<file path="src/rtl/led_palette_override_arbiter.sv">
// Round-robin override arbiter between the palette pulser and the LED PWM driver.
// Optional requester-0 preemption is enabled by defining LED_ARB_PREEMPT_EN.
module led_palette_override_arbiter #(
    parameter int parm_color_led_count  = 4,
    parameter int parm_req_count        = 4,
    parameter int parm_FCLK             = 40_000_000,
    parameter int parm_ticks_per_second = 128,
    localparam int C  = parm_color_led_count,
    localparam int R  = parm_req_count,
    localparam int CI = (C > 1) ? $clog2(C) : 1,
    localparam int RI = (R > 1) ? $clog2(R) : 1
) (
    input  logic            i_clk,
    input  logic            i_arst_n,
    input  logic [8*C-1:0]  i_base_red_value,
    input  logic [8*C-1:0]  i_base_green_value,
    input  logic [8*C-1:0]  i_base_blue_value,
    input  logic [R-1:0]    i_req_valid,
    input  logic [CI*R-1:0] i_req_led_index,
    input  logic [24*R-1:0] i_req_rgb,
    input  logic [8*R-1:0]  i_req_hold,
    output logic [R-1:0]    o_req_ready,
    output logic            o_busy,
    output logic [RI-1:0]   o_grant_id,
    output logic [8*C-1:0]  o_color_led_red_value,
    output logic [8*C-1:0]  o_color_led_green_value,
    output logic [8*C-1:0]  o_color_led_blue_value
);

    localparam int D  = parm_FCLK / parm_ticks_per_second;
    localparam int TW = (D > 1) ? $clog2(D) : 1;

    typedef enum logic [1:0] {IDLE, HOLD, GAP} state_t;

    state_t        state;
    logic [TW-1:0] tcnt;
    logic          tick;
    logic [7:0]    hold_cnt;
    logic [RI-1:0] rr_ptr;
    logic [RI-1:0] grant;
    logic [CI-1:0] idx;
    logic [23:0]   rgb;

    logic          found;
    logic [RI-1:0] win;
    int            j;
    logic          preempt;
    logic          accept;
    logic [RI-1:0] acc_id;

    logic [CI-1:0] req_idx  [R];
    logic [23:0]   req_rgb  [R];
    logic [7:0]    req_hold [R];

    for (genvar r = 0; r < R; r++) begin : g_unpack
        assign req_idx[r]  = i_req_led_index[r*CI +: CI];
        assign req_rgb[r]  = i_req_rgb[r*24 +: 24];
        assign req_hold[r] = i_req_hold[r*8 +: 8];
    end

    assign tick = (tcnt == TW'(D - 1));

    // Search starts just after the last winner so every requester gets a turn.
    always_comb begin
        found = 1'b0;
        win   = '0;
        j     = 0;
        for (int i = 1; i <= R; i++) begin
            j = (int'(rr_ptr) + i) % R;
            if (!found && i_req_valid[RI'(j)]) begin
                found = 1'b1;
                win   = RI'(j);
            end
        end
    end

`ifdef LED_ARB_PREEMPT_EN
    assign preempt = (state != IDLE) && (grant != '0) && i_req_valid[0];
`else
    assign preempt = 1'b0;
`endif

    assign accept = ((state == IDLE) && found) || preempt;
    assign acc_id = preempt ? '0 : win;

    always_comb begin
        o_req_ready = '0;
        if ((state == IDLE) && found)
            o_req_ready[win] = 1'b1;
        if (preempt)
            o_req_ready[0] = 1'b1;
    end

    assign o_busy     = (state != IDLE);
    assign o_grant_id = grant;

    always_ff @(posedge i_clk or negedge i_arst_n) begin
        if (!i_arst_n) begin
            state    <= IDLE;
            tcnt     <= '0;
            hold_cnt <= '0;
            rr_ptr   <= RI'(R - 1);
            grant    <= '0;
            idx      <= '0;
            rgb      <= '0;
        end else begin
            // Restarting the divider on accept keeps the hold phase-exact.
            if (accept || tick)
                tcnt <= '0;
            else
                tcnt <= tcnt + TW'(1);
            if (accept) begin
                state    <= HOLD;
                idx      <= req_idx[acc_id];
                rgb      <= req_rgb[acc_id];
                hold_cnt <= (req_hold[acc_id] == 8'd0) ? 8'd1 : req_hold[acc_id];
                rr_ptr   <= acc_id;
                grant    <= acc_id;
            end else if (tick) begin
                case (state)
                    HOLD: begin
                        if (hold_cnt == 8'd1)
                            state <= GAP;
                        else
                            hold_cnt <= hold_cnt - 8'd1;
                    end
                    GAP:     state <= IDLE;
                    default: state <= IDLE;
                endcase
            end
        end
    end

    always_ff @(posedge i_clk or negedge i_arst_n) begin
        if (!i_arst_n) begin
            o_color_led_red_value   <= '0;
            o_color_led_green_value <= '0;
            o_color_led_blue_value  <= '0;
        end else begin
            o_color_led_red_value   <= i_base_red_value;
            o_color_led_green_value <= i_base_green_value;
            o_color_led_blue_value  <= i_base_blue_value;
            // Out-of-range indices match no lane, so they pass through untouched.
            if (state == HOLD) begin
                for (int n = 0; n < C; n++) begin
                    if (idx == CI'(n)) begin
                        o_color_led_red_value[8*n +: 8]   <= rgb[23:16];
                        o_color_led_green_value[8*n +: 8] <= rgb[15:8];
                        o_color_led_blue_value[8*n +: 8]  <= rgb[7:0];
                    end
                end
            end
        end
    end

endmodule

</file>
<file path="config.mk">
export PLATFORM = sky130hd
export DESIGN_NAME = led_palette_override_arbiter
export DESIGN_NICKNAME = d
export VERILOG_FILES = /design/src/rtl/led_palette_override_arbiter.sv
export SDC_FILE = /design/constraint.sdc
export NUM_CORES = 1
export LEC_CHECK = 0
export CAP_MARGIN = 20
export CORE_ASPECT_RATIO = 1.4
export CORE_MARGIN = 10
export CORE_UTILIZATION = 39
export CTS_BUF_LIST = sky130_fd_sc_hd__clkbuf_8
export DETAILED_ROUTE_END_ITERATION = 10
export GPL_TIMING_DRIVEN = 0
export HOLD_SLACK_MARGIN = 0.05
export PLACE_DENSITY = 0.86
export SLEW_MARGIN = 20
export SYNTH_ARGS = -nofsm -noshare
export SYNTH_HDL_FRONTEND = slang
export SYNTH_SLANG_ARGS = --single-unit
</file>
<file path="constraint.sdc">
create_clock -name i_clk -period 2.4 [get_ports i_clk]
set_clock_uncertainty 0.1 [all_clocks]
set_input_delay 0.6 -clock i_clk [delete_from_list [all_inputs] [get_ports i_clk]]
set_output_delay 0.6 -clock i_clk [all_outputs]
set_load 0.01 [all_outputs]
</file>
==> results of run 1 <==
synth_stat cells (4+ instances only):
master	number	area, µm²
xnor2_1	7	61.3
nor3_1	15	75.1
mux2_2	95	1070
nand3_1	44	220
buf_4	4	30.0
or4_1	4	30.0
buf_2	16	80.1
nor2_1	28	105
inv_1	4	15.0
clkbuf_1	20	75.1
xor2_1	15	131
o21ai_0	10	50.1
nand2_1	245	920
o211ai_1	33	248
a21oi_1	8	40.0
dfrtp_1	153	3830
layer usage:
| layer | vias up | wire (µm) |
|---|---|---|
| li1 | 3300 | - |
| met1 | 3402 | 10800 |
| met2 | 290 | 16200 |
| met3 | 45 | 2070 |
| met4 | 0 | 836 |
| met5 | - | 0 |
flip-flops by register name, indices dropped and copies added (netlist names):
register and flops:
hold_cnt 8, idx 2, o_color_led_blue_value 32, o_color_led_green_value 32, o_color_led_red_value 32, o_grant_id 2
rgb 24, rr_ptr 2, state 2, tcnt 19
timing repair:
item | CTS | global route
setup buffers | 9 | 2
endpoints found under the hold margin | 17 | 0
hold buffers | 1 | 0
setup endpoints to repair | 30 | 30
pin swaps | 3 | 2
resized for setup | 54 | 16
cells in the final DEF (no fill, tap or decap), drive strengths merged, types with 3 or more instances in the layout:
cell type | Yosys | layout
clkdlybuf4s50 | 0 | 330
nand2 | 246 | 246
dfrtp | 153 | 153
mux2 | 97 | 97
nand3 | 45 | 45
clkbuf | 20 | 39
buf | 24 | 37
o211ai | 33 | 33
nor2 | 29 | 29
xor2 | 15 | 15
nor3 | 15 | 15
inv | 4 | 13
o21ai | 11 | 11
a21oi | 8 | 8
diode | 0 | 7
xnor2 | 7 | 7
or4 | 4 | 4
dlygate4sd2 | 0 | 4
nor4b | 3 | 3
or3 | 3 | 3
o22ai | 3 | 3
ha | 3 | 3
nand2b | 3 | 3
and3 | 3 | 3
or2 | 3 | 3
clkinv | 0 | 3
worst max-delay path, delay by kind of cell, from the launching register on:
family / cells / cell delay [ns]
and+or+nand+nor: 1 / 0.18
DFF: 1 / 0.60
buffers and inverters: 4 / 0.40
AOI/OAI and AO/OA: 2 / 0.51
cell families (layout without fill, tap and decap cells):
family	Yosys count	after routing	synth area share
AND/OR/NAND/NOR	367	367	0.212
adder cells (fa/ha/maj)	3	3	0.00506
XOR/XNOR	22	22	0.0260
other	0	7	0
flip-flops	155	155	0.523
AO/OA/AOI/OAI	61	61	0.0562
buffers and inverters	48	431	0.0300
multiplexers	97	97	0.147
stage by stage:
step / utilization / setup TNS [ns]
floorplan: - / -0.00454
global route: 0.631 / -1.90
finish: 0.631 / -1.54
CTS: 0.629 / -1.56
detailed placement: 0.599 / -26.95
global placement: 0.597 / -901.73
cell type report:
class | count | area [µm²] | area share
Clock inverter | 15 | 156 | 0.0133
Tap cell | 244 | 305 | 0.0259
Inverter | 4 | 15.0 | 0.00127
Timing Repair Buffer | 353 | 3520 | 0.298
Multi-Input combinational cell | 550 | 3390 | 0.288
Antenna cell | 7 | 17.5 | 0.00149
Buffer | 42 | 274 | 0.0232
Sequential cell | 155 | 3880 | 0.329
Clock buffer | 17 | 234 | 0.0198
path summary, 6_finish.rpt:
kind / start / to / depth (start not counted)
max in group asynchronous: i_arst_n / o_color_led_red_value[9]$_DFF_PN0_ / 3
setup reg to reg: rr_ptr[0]$_DFFE_PN1P_ / rgb[11]$_DFFE_PN0P_ / 10
min in group asynchronous: i_arst_n / o_color_led_blue_value[2]$_DFF_PN0_ / 2
setup / recovery: rr_ptr[0]$_DFFE_PN1P_ / o_req_ready[2] / 7
hold / removal: tcnt[0]$_DFF_PN0_ / tcnt[0]$_DFF_PN0_ / 1
hold reg to reg: tcnt[0]$_DFF_PN0_ / tcnt[0]$_DFF_PN0_ / 1
where the power goes:
group	internal (mW)	total (mW)	switching [mW]
combinational	1.17	2.09	0.918
clock	0.862	1.98	1.12
sequential	2.91	3.09	0.175
total	4.95	7.16	2.21
==> results.toml, run 1 <==
[global_route]
grt_usage = 0.232
antenna_found_initial = 6
grt_start_max_net_pins = 79
busiest_layer = "met2"
grt_pass1_wl_mm = 44.2
grt_use_met1 = 0.250
overflow = 0
use_met2 = 0.417
use_met3 = 0.0547
grt_pass1_vias = 7452

[setup_path]
cp_max_fo = 6
cp_slowest_cell = "dfstp_2"
worstPathCellList = "inv_2 > a221o_1 > a21oi_2 > buf_6 > buf_8 > and3_4 > buf_6"
endpoint_kind = "output port"
start_kind = "flip-flop"
critPathKind = "flip-flop to output port"
slowest_delay_ns = 0.60
cp.arrival_ns = 2.14
required_ns = 1.70
reg2reg_slack_ns = 0.08
cpMostUsedCell = "buf_6"

[sta]
tightestPinTransition_ns = 0.736
min_period_ns = 2.84
max_slew_margin = 0.506
timing.fmax_ghz = 0.352
maxSlewViolCount = 0
timing.hold.ws_ns = 0.395
rsz0062_at_grt = "true"
finalHoldViolCount = 0
final.setup.worst_slack_ns = -0.438
fin_crit_sh = 1.18
setup_viol = 4

[synthesis]
syn-cell-area_mm2 = 0.00742
synth-edff-count = 0
async_flop_share = 1.00
syn_inst = 753
syn_nets = 994
synth_seq_cells = 155
ys_seq_area_frac = 0.523
syn_avg_cell_area_um2 = 9.85
yosysWarningCount = 0
ys.flop_type = "dfrtp_1"
ys_types = 46

[clock_network]
worstSkewPairLatency_ns = 0.44
cts_buffers = 17
clock_path_buffers = 2
clock_tree.root_cell = "clkbuf_8"
cts_tree = "yes"
cts_sinks = 155
htreeDepth = 4
cts.clk_slew.worst_paths_ns = 0.09

[die]
die_area_mm2 = 0.0250
coreArea_mm2 = 0.0187
die_x_um = 137
fp-row-count = 59
ios = 341
die_h_um = 183
initial_core_util = 0.397

[cells_and_area]
fill_cells = 1512
area_growth_syn_to_layout_pct = 59.0
final_layout_size_suffix_gt1_frac = 0.169
final_cell_area_mm2 = 0.0118
final_nets = 1364
fin_cells = 1387

[power_and_ir_drop]
p_per_area_mw_per_mm2 = 607
power_mw = 7.16
vdd_drop_max_v = 0.000336
p_leak_nw = 5.06

[placement]
dp.cells = 1338
dpl_cell_area_mm2 = 0.0112
post-place-ws_ns = -1.42
io_buffers = 340
place_hpwl_mm = 23.6
routabilityCongestion = 0.877

[route]
wl_per_cell_um = 21.6
drtAntennaViolNets = 0
drt-pass1-iter-count = 5
wirelength_mm = 29.9
vias = 7037
drc = 0
drt_iter0_drc = 376
via_per_inst = 5.07

[outcome]
violations = "negative setup slack"
outcome = "finished with violations"

[min_path]
min_path_type = "flip-flop to flip-flop"

[run]
cap_viol_max_count = 0
(Power assumes the default switching activity.)
==> run 2: changes to the inputs <==
--- a/config.mk
+++ b/config.mk
@@ -6,14 +6,16 @@
 export NUM_CORES = 1
 export LEC_CHECK = 0
 export CAP_MARGIN = 20
+export CELL_PAD_IN_SITES_DETAIL_PLACEMENT = 0
+export CELL_PAD_IN_SITES_GLOBAL_PLACEMENT = 1
 export CORE_ASPECT_RATIO = 1.4
-export CORE_MARGIN = 10
-export CORE_UTILIZATION = 39
+export CORE_MARGIN = 2
+export CORE_UTILIZATION = 28
 export CTS_BUF_LIST = sky130_fd_sc_hd__clkbuf_8
 export DETAILED_ROUTE_END_ITERATION = 10
 export GPL_TIMING_DRIVEN = 0
 export HOLD_SLACK_MARGIN = 0.05
-export PLACE_DENSITY = 0.86
+export PLACE_DENSITY = 0.85
 export SLEW_MARGIN = 20
 export SYNTH_ARGS = -nofsm -noshare
 export SYNTH_HDL_FRONTEND = slang
==> run 2 against run 1 <==
The run still ends with negative setup slack left. Critical path depth stayed put. Global-route usage is 2.8 points lower. Wire length is 3.9% lower. Design area is 0.89% higher. Final cell count is 5.3% higher. Flip-flop and latch count stayed put. Register-to-register slack hardly changed. Clock-buffer cell count is 2 higher. Sequential power hardly changed. Sequential share of layout area is 0.29 points lower. Largest cell class unchanged. Largest power group unchanged. Highest routed layer is now met5.
==> results.toml, run 2 (same netlist as run 1, synthesis figures left out) <==
[setup_path]
reg2reg_slack_ns = 0.07
worstReg2RegEnd = "idx[0]$_DFFE_PN0P_"
cp_max_fo = 8
ff2ff_path_depth = 10
start_kind = "flip-flop"
critPathKind = "flip-flop to output port"
endpoint_kind = "output port"
r2r_start = "rr_ptr[0]$_DFFE_PN1P_"
required_ns = 1.70
cp.arrival_ns = 2.13

[power_and_ir_drop]
p_switching_mw = 2.12
p_per_area_mw_per_mm2 = 594
intPower_mw = 4.95
p_seq_frac = 0.438
clock_power_share = 0.267
vdd_drop_max_v = 0.000327
p_leak_nw = 5.08
comb_power_share = 0.295
swShare = 0.300

[global_route]
antenna_found_initial = 1
grt_pass1_wl_mm = 42.1
grt_usage = 0.204
grt_pass1_vias = 7076
grt_start_max_net_pins = 82
overflow = 0

[sta]
fin_crit_sh = 1.18
min_period_ns = 2.83
rsz0062_at_grt = "true"
final.setup.worst_slack_ns = -0.426
maxSlewViolCount = 0
timing.hold.ws_ns = 0.394
tightestPinTransition_ns = 0.769
max_slew_margin = 0.487
timing.fmax_ghz = 0.354
setup_viol = 4
finalHoldViolCount = 0

[route]
drc = 0
via_per_inst = 4.73
vias = 6904
wirelength_mm = 28.8
wl_per_cell_um = 19.7
drt_iter0_drc = 263
drtAntennaViolNets = 0
drt-pass1-iter-count = 5

[clock_network]
clock_tree.root_cell = "clkbuf_8"
cts_sinks = 155
cts_tree = "yes"
worstSkewPairLatency_ns = 0.47
cts.clk_slew.worst_paths_ns = 0.09
cts_buffers = 17
clock_path_buffers = 2
htreeDepth = 4

[cells_and_area]
final_common_cell = "clkdlybuf4s50_1"
fill_cells = 2499
largestRegisters = "o_color_led_blue_value: 32 flops, o_color_led_green_value: 32 flops, o_color_led_red_value: 32 flops"
final_nets = 1366
area_growth_syn_to_layout_pct = 60.4
final_cell_area_mm2 = 0.0119
final_layout_size_suffix_gt1_frac = 0.171
final_cell_mix = "clkdlybuf4s50_1 (330), nand2_1 (244), dfrtp_1 (153)"
antenna_cells = 0

[placement]
dpl_cell_area_mm2 = 0.0113
routabilityCongestion = 0.886
io_buffers = 340
place_hpwl_mm = 21.8

[die]
fp-row-count = 70
die_x_um = 142
ios = 341
coreArea_mm2 = 0.0261
die_area_mm2 = 0.0278
initial_core_util = 0.284
die_h_um = 197

[outcome]
violations = "negative setup slack"
outcome = "finished with violations"

[min_path]
whs_endpoint = "tcnt[0]$_DFF_PN0_"
min_path_type = "flip-flop to flip-flop"
whs_path_depth = 1
worstHoldStart = "tcnt[0]$_DFF_PN0_"

[run]
cap_viol_max_count = 0
run 2: changes by cell type in the layout (fill, tap and decap cells not counted), sizes merged, moves of 2 or more:
cell	before	now
buf	37	42
clkinv	3	5
diode	7	0
inv	13	7
run 2: stage by stage:
stage	setup slack (ns)	utilization	TNS [ns]	power (mW)	std cells
detailed placement	-1.50	0.433	-33.18	5.17	1418
finish	-0.426	0.456	-1.59	7.07	1461
floorplan	-0.00454	-	-0.00454	3.93	753
global route	-0.519	0.456	-1.96	7.41	1461
CTS	-0.481	0.454	-1.80	7.13	1460
global placement	-5.82	0.431	-926.00	5.13	1417
run 2: worst max-delay path by stage:
stage               slack, ns                  start  depth (start not counted)                                   to
finish                  -0.43  rr_ptr[0]$_DFFE_PN1P_                          7                       o_req_ready[0]
global placement        -5.82               i_arst_n                          1  o_color_led_red_value[10]$_DFF_PN0_
CTS                     -0.48  rr_ptr[0]$_DFFE_PN1P_                          8                       o_req_ready[3]
detailed placement      -1.50         i_req_valid[1]                          8                       o_req_ready[3]
global route            -0.52  rr_ptr[0]$_DFFE_PN1P_                          7                       o_req_ready[0]
floorplan              -0.005         i_req_valid[0]                          6                       o_req_ready[3]
run 2: worst max-delay path: stages (launching register included):
cell and delay, ns:
dfstp_2 0.59, inv_1 0.05, a221o_1 0.30, a21oi_2 0.16
buf_4 0.15, buf_8 0.12, and3_4 0.18, buf_6 0.10
run 2: area by class of cell:
class                           instances  area [µm²]  area share
Sequential cell                       155        3880       0.326
Clock inverter                         12         101     0.00852
Timing Repair Buffer                  356        3550       0.298
Multi-Input combinational cell        550        3420       0.287
Clock buffer                           19         262      0.0220
Inverter                                4        15.0     0.00126
Tap cell                              324         405      0.0341
Buffer                                 41         269      0.0226
run 2: power by group through the flow:
stage,logic [mW],clock network [mW],registers (mW)
global route,2.24,2.05,3.12
CTS,2.10,1.94,3.09
finish,2.09,1.89,3.09
global placement,2.00,0,3.13
detailed placement,2.03,0,3.15
floorplan,0.714,0,3.21
run 2: timing repair:
action	in CTS	in global routing
pin swaps	5	3
resized for setup	56	16
buffers inserted	12	2
setup endpoints to repair	52	24
hold buffers	1	0
hold endpoints to repair	72	0
run 2: routing by layer:
metal	global-route usage	wire length, µm	vias to the layer above
met2	0.369	15100	239
met3	0.0377	1420	42
met5	0	13	-
li1	-	-	3296
met1	0.240	11500	3325
met4	0.0730	702	2
==> RTL change, RTL diff (flow settings as in run 2) <==
Compare `tcnt` against `TW'(D - 1)` with >= in place of ==.
--- a/src/rtl/led_palette_override_arbiter.sv
+++ b/src/rtl/led_palette_override_arbiter.sv
@@ -59,5 +59,5 @@
     end
 
-    assign tick = (tcnt == TW'(D - 1));
+    assign tick = (tcnt >= TW'(D - 1));
 
     // Search starts just after the last winner so every requester gets a turn.
Behaviour: same outputs for any inputs over 4 cycles, from zero or initial values and one cycle with i_arst_n low; that may be too few to reach the edited logic, so the function may still have changed.
==> RTL change against run 2 <==
- largest power group unchanged
- first-iteration DRC count down 30%
- power up 5.6%
- sequential cell count unchanged
- sequential share of layout area down 1.8 points
- routed wire length down 3.9%
- area after synthesis up 0.40%
- highest routed layer is now met4
- critical path depth up 1
- the run still ends with setup timing left
- design area up 5.8%
- worst setup slack better by 0.13 ns
- combinational power up 10%
- via count down 11%
==> RTL change: results <==
[worst_setup_path]
critical_path.max_stage_delay_ns = 0.31
critPathArrivalTime_ns = 2.00
reg2reg_setup_slack_ns = -0.03
worst_path_max_delay_cell = sky130_fd_sc_hd__dlygate4sd2_1
worst_r2r_startpoint = rr_ptr[1]$_DFFE_PN1P_
critical_path.startpoint = i_req_valid[0]
critical_path_peak_fanout = 7

[synth]
synthXorXnorAreaFrac_pct = 2.47
syn_area_per_cell_sq_um = 13.0
synth_adder_area_share_pct = 0.504
synth.mux.area_fraction_pct = 32.7
postSynthNetCount = 815
synth_cell_types = 44
ys_seq_area_share_pct = 52.1
async_set_reset_flop_share_out_of_synthesis_pct = 100
synth_compound_area_share_pct = 3.55
synthTopCellsByCount = sky130_fd_sc_hd__dfrtp_1 (153), sky130_fd_sc_hd__mux2_2 (128), sky130_fd_sc_hd__mux2i_1 (99), sky130_fd_sc_hd__nor2_1 (34)

[placed_design]
placed_cell_area_sq_um = 11300
dp_hpwl_mm = 20.4
gpl_wtd_cong = 0.832
place_ws_ns = -1.65
placed_cells = 1239

[global_routing]
number_of_global_route_vias_before_repair = 6660
grt_antenna_before_repair = 0
grt_max_degree = 91
grt_pass1_wl_mm = 39.4
gr-usage-all-layers_pct = 19.1

[sta]
number_of_setup_violations_in_the_final_report = 8
finalWorstSetupSlack_ns = -0.299
setup_tns_ns = -1.09
slew_headroom_pct = 52.1
hold-worst-slack_ns = 0.384

[pwr]
switching_portion_of_total_power_pct = 27.4
power.static_leakage_nw = 5.34
vdd.ir_drop.worst_mv = 0.435

[clock_network]
htreeDepth = 4
worst_skew_pair.late_latency_ns = 0.45

[route]
routed.top_layer = met4
met3WireLength_mm = 1.40
wire_length_on_met1_mm = 10.7
detail_route.wirelength_mm = 27.6
detail_route.vias_per_cell = 4.71
detail_route.wl_per_cell_um = 21.1
drt-initial-drc-count = 183
met2_wirelength_mm = 15.0

[cells_and_area]
drive_gt1_share_pct = 27.0
antenna_cells_inserted = 0

[worst_hold_path]
worstHoldStart = o_grant_id[1]$_DFFE_PN0P_

[run_status]
failed_checks = setup timing
status = finished with violations
## RTL change: cell types whose count changed after synthesis, sizes merged, moves of 7 or more
cell    delta
o211ai    -30
clkbuf     -9
nand2    -231
mux2      +31
nand3     -35
xor2       -8
mux2i     +99
buf        -8
nor4       +7
xnor2      +7
## RTL change: tightest hold or removal path: cells and delay by family (launching register included)
kind	cells	cell delay [ns]
flip-flops	1	0.34
AND/OR/NAND/NOR	2	0.11
## RTL change: worst paths after layout
| check | cells after the start | to |
|---|---|---|
| setup / recovery | 8 | o_req_ready[2] |
| min in group asynchronous | 2 | o_color_led_red_value[27]$_DFF_PN0_ |
| hold / removal | 2 | o_grant_id[1]$_DFFE_PN0P_ |
| hold reg to reg | 2 | o_grant_id[1]$_DFFE_PN0P_ |
| max in group asynchronous | 3 | o_color_led_green_value[25]$_DFF_PN0_ |
| setup reg to reg | 10 | rgb[1]$_DFFE_PN0P_ |
## RTL change: power groups by stage
stage	clock network [W]	logic, W	registers (W)
final	0.00211	0.00230	0.00306
after global routing	0.00228	0.00242	0.00309
after CTS	0.00219	0.00213	0.00305
after detailed placement	0	0.00198	0.00310
after global placement	0	0.00196	0.00310
after floorplan	0	0.000715	0.00317
## RTL change: final cells by class
cell class,count,area [sq um]
inverters,7,26.3
flip-flops and latches,155,3880
repair buffers,381,3900
plain buffers,25,269
fillers,2357,13500
clock inverters,15,184
well taps,324,405
multi-input cells,385,3690
clock buffers,17,234
## RTL change: per-layer routing
layer	up-vias	track usage [%]
met1	3104	22.5
met2	180	34.1
met5	-	0
li1	2856	-
met4	0	5.96
met3	28	4.71
## RTL change: repair_timing
item,CTS,global route
gates cloned,1,5
hold buffers,1,0
hold endpoints to repair,2,0
pin swaps,10,6
setup buffers,19,14
endpoints found under the setup margin,100,92
gates resized for setup,85,63
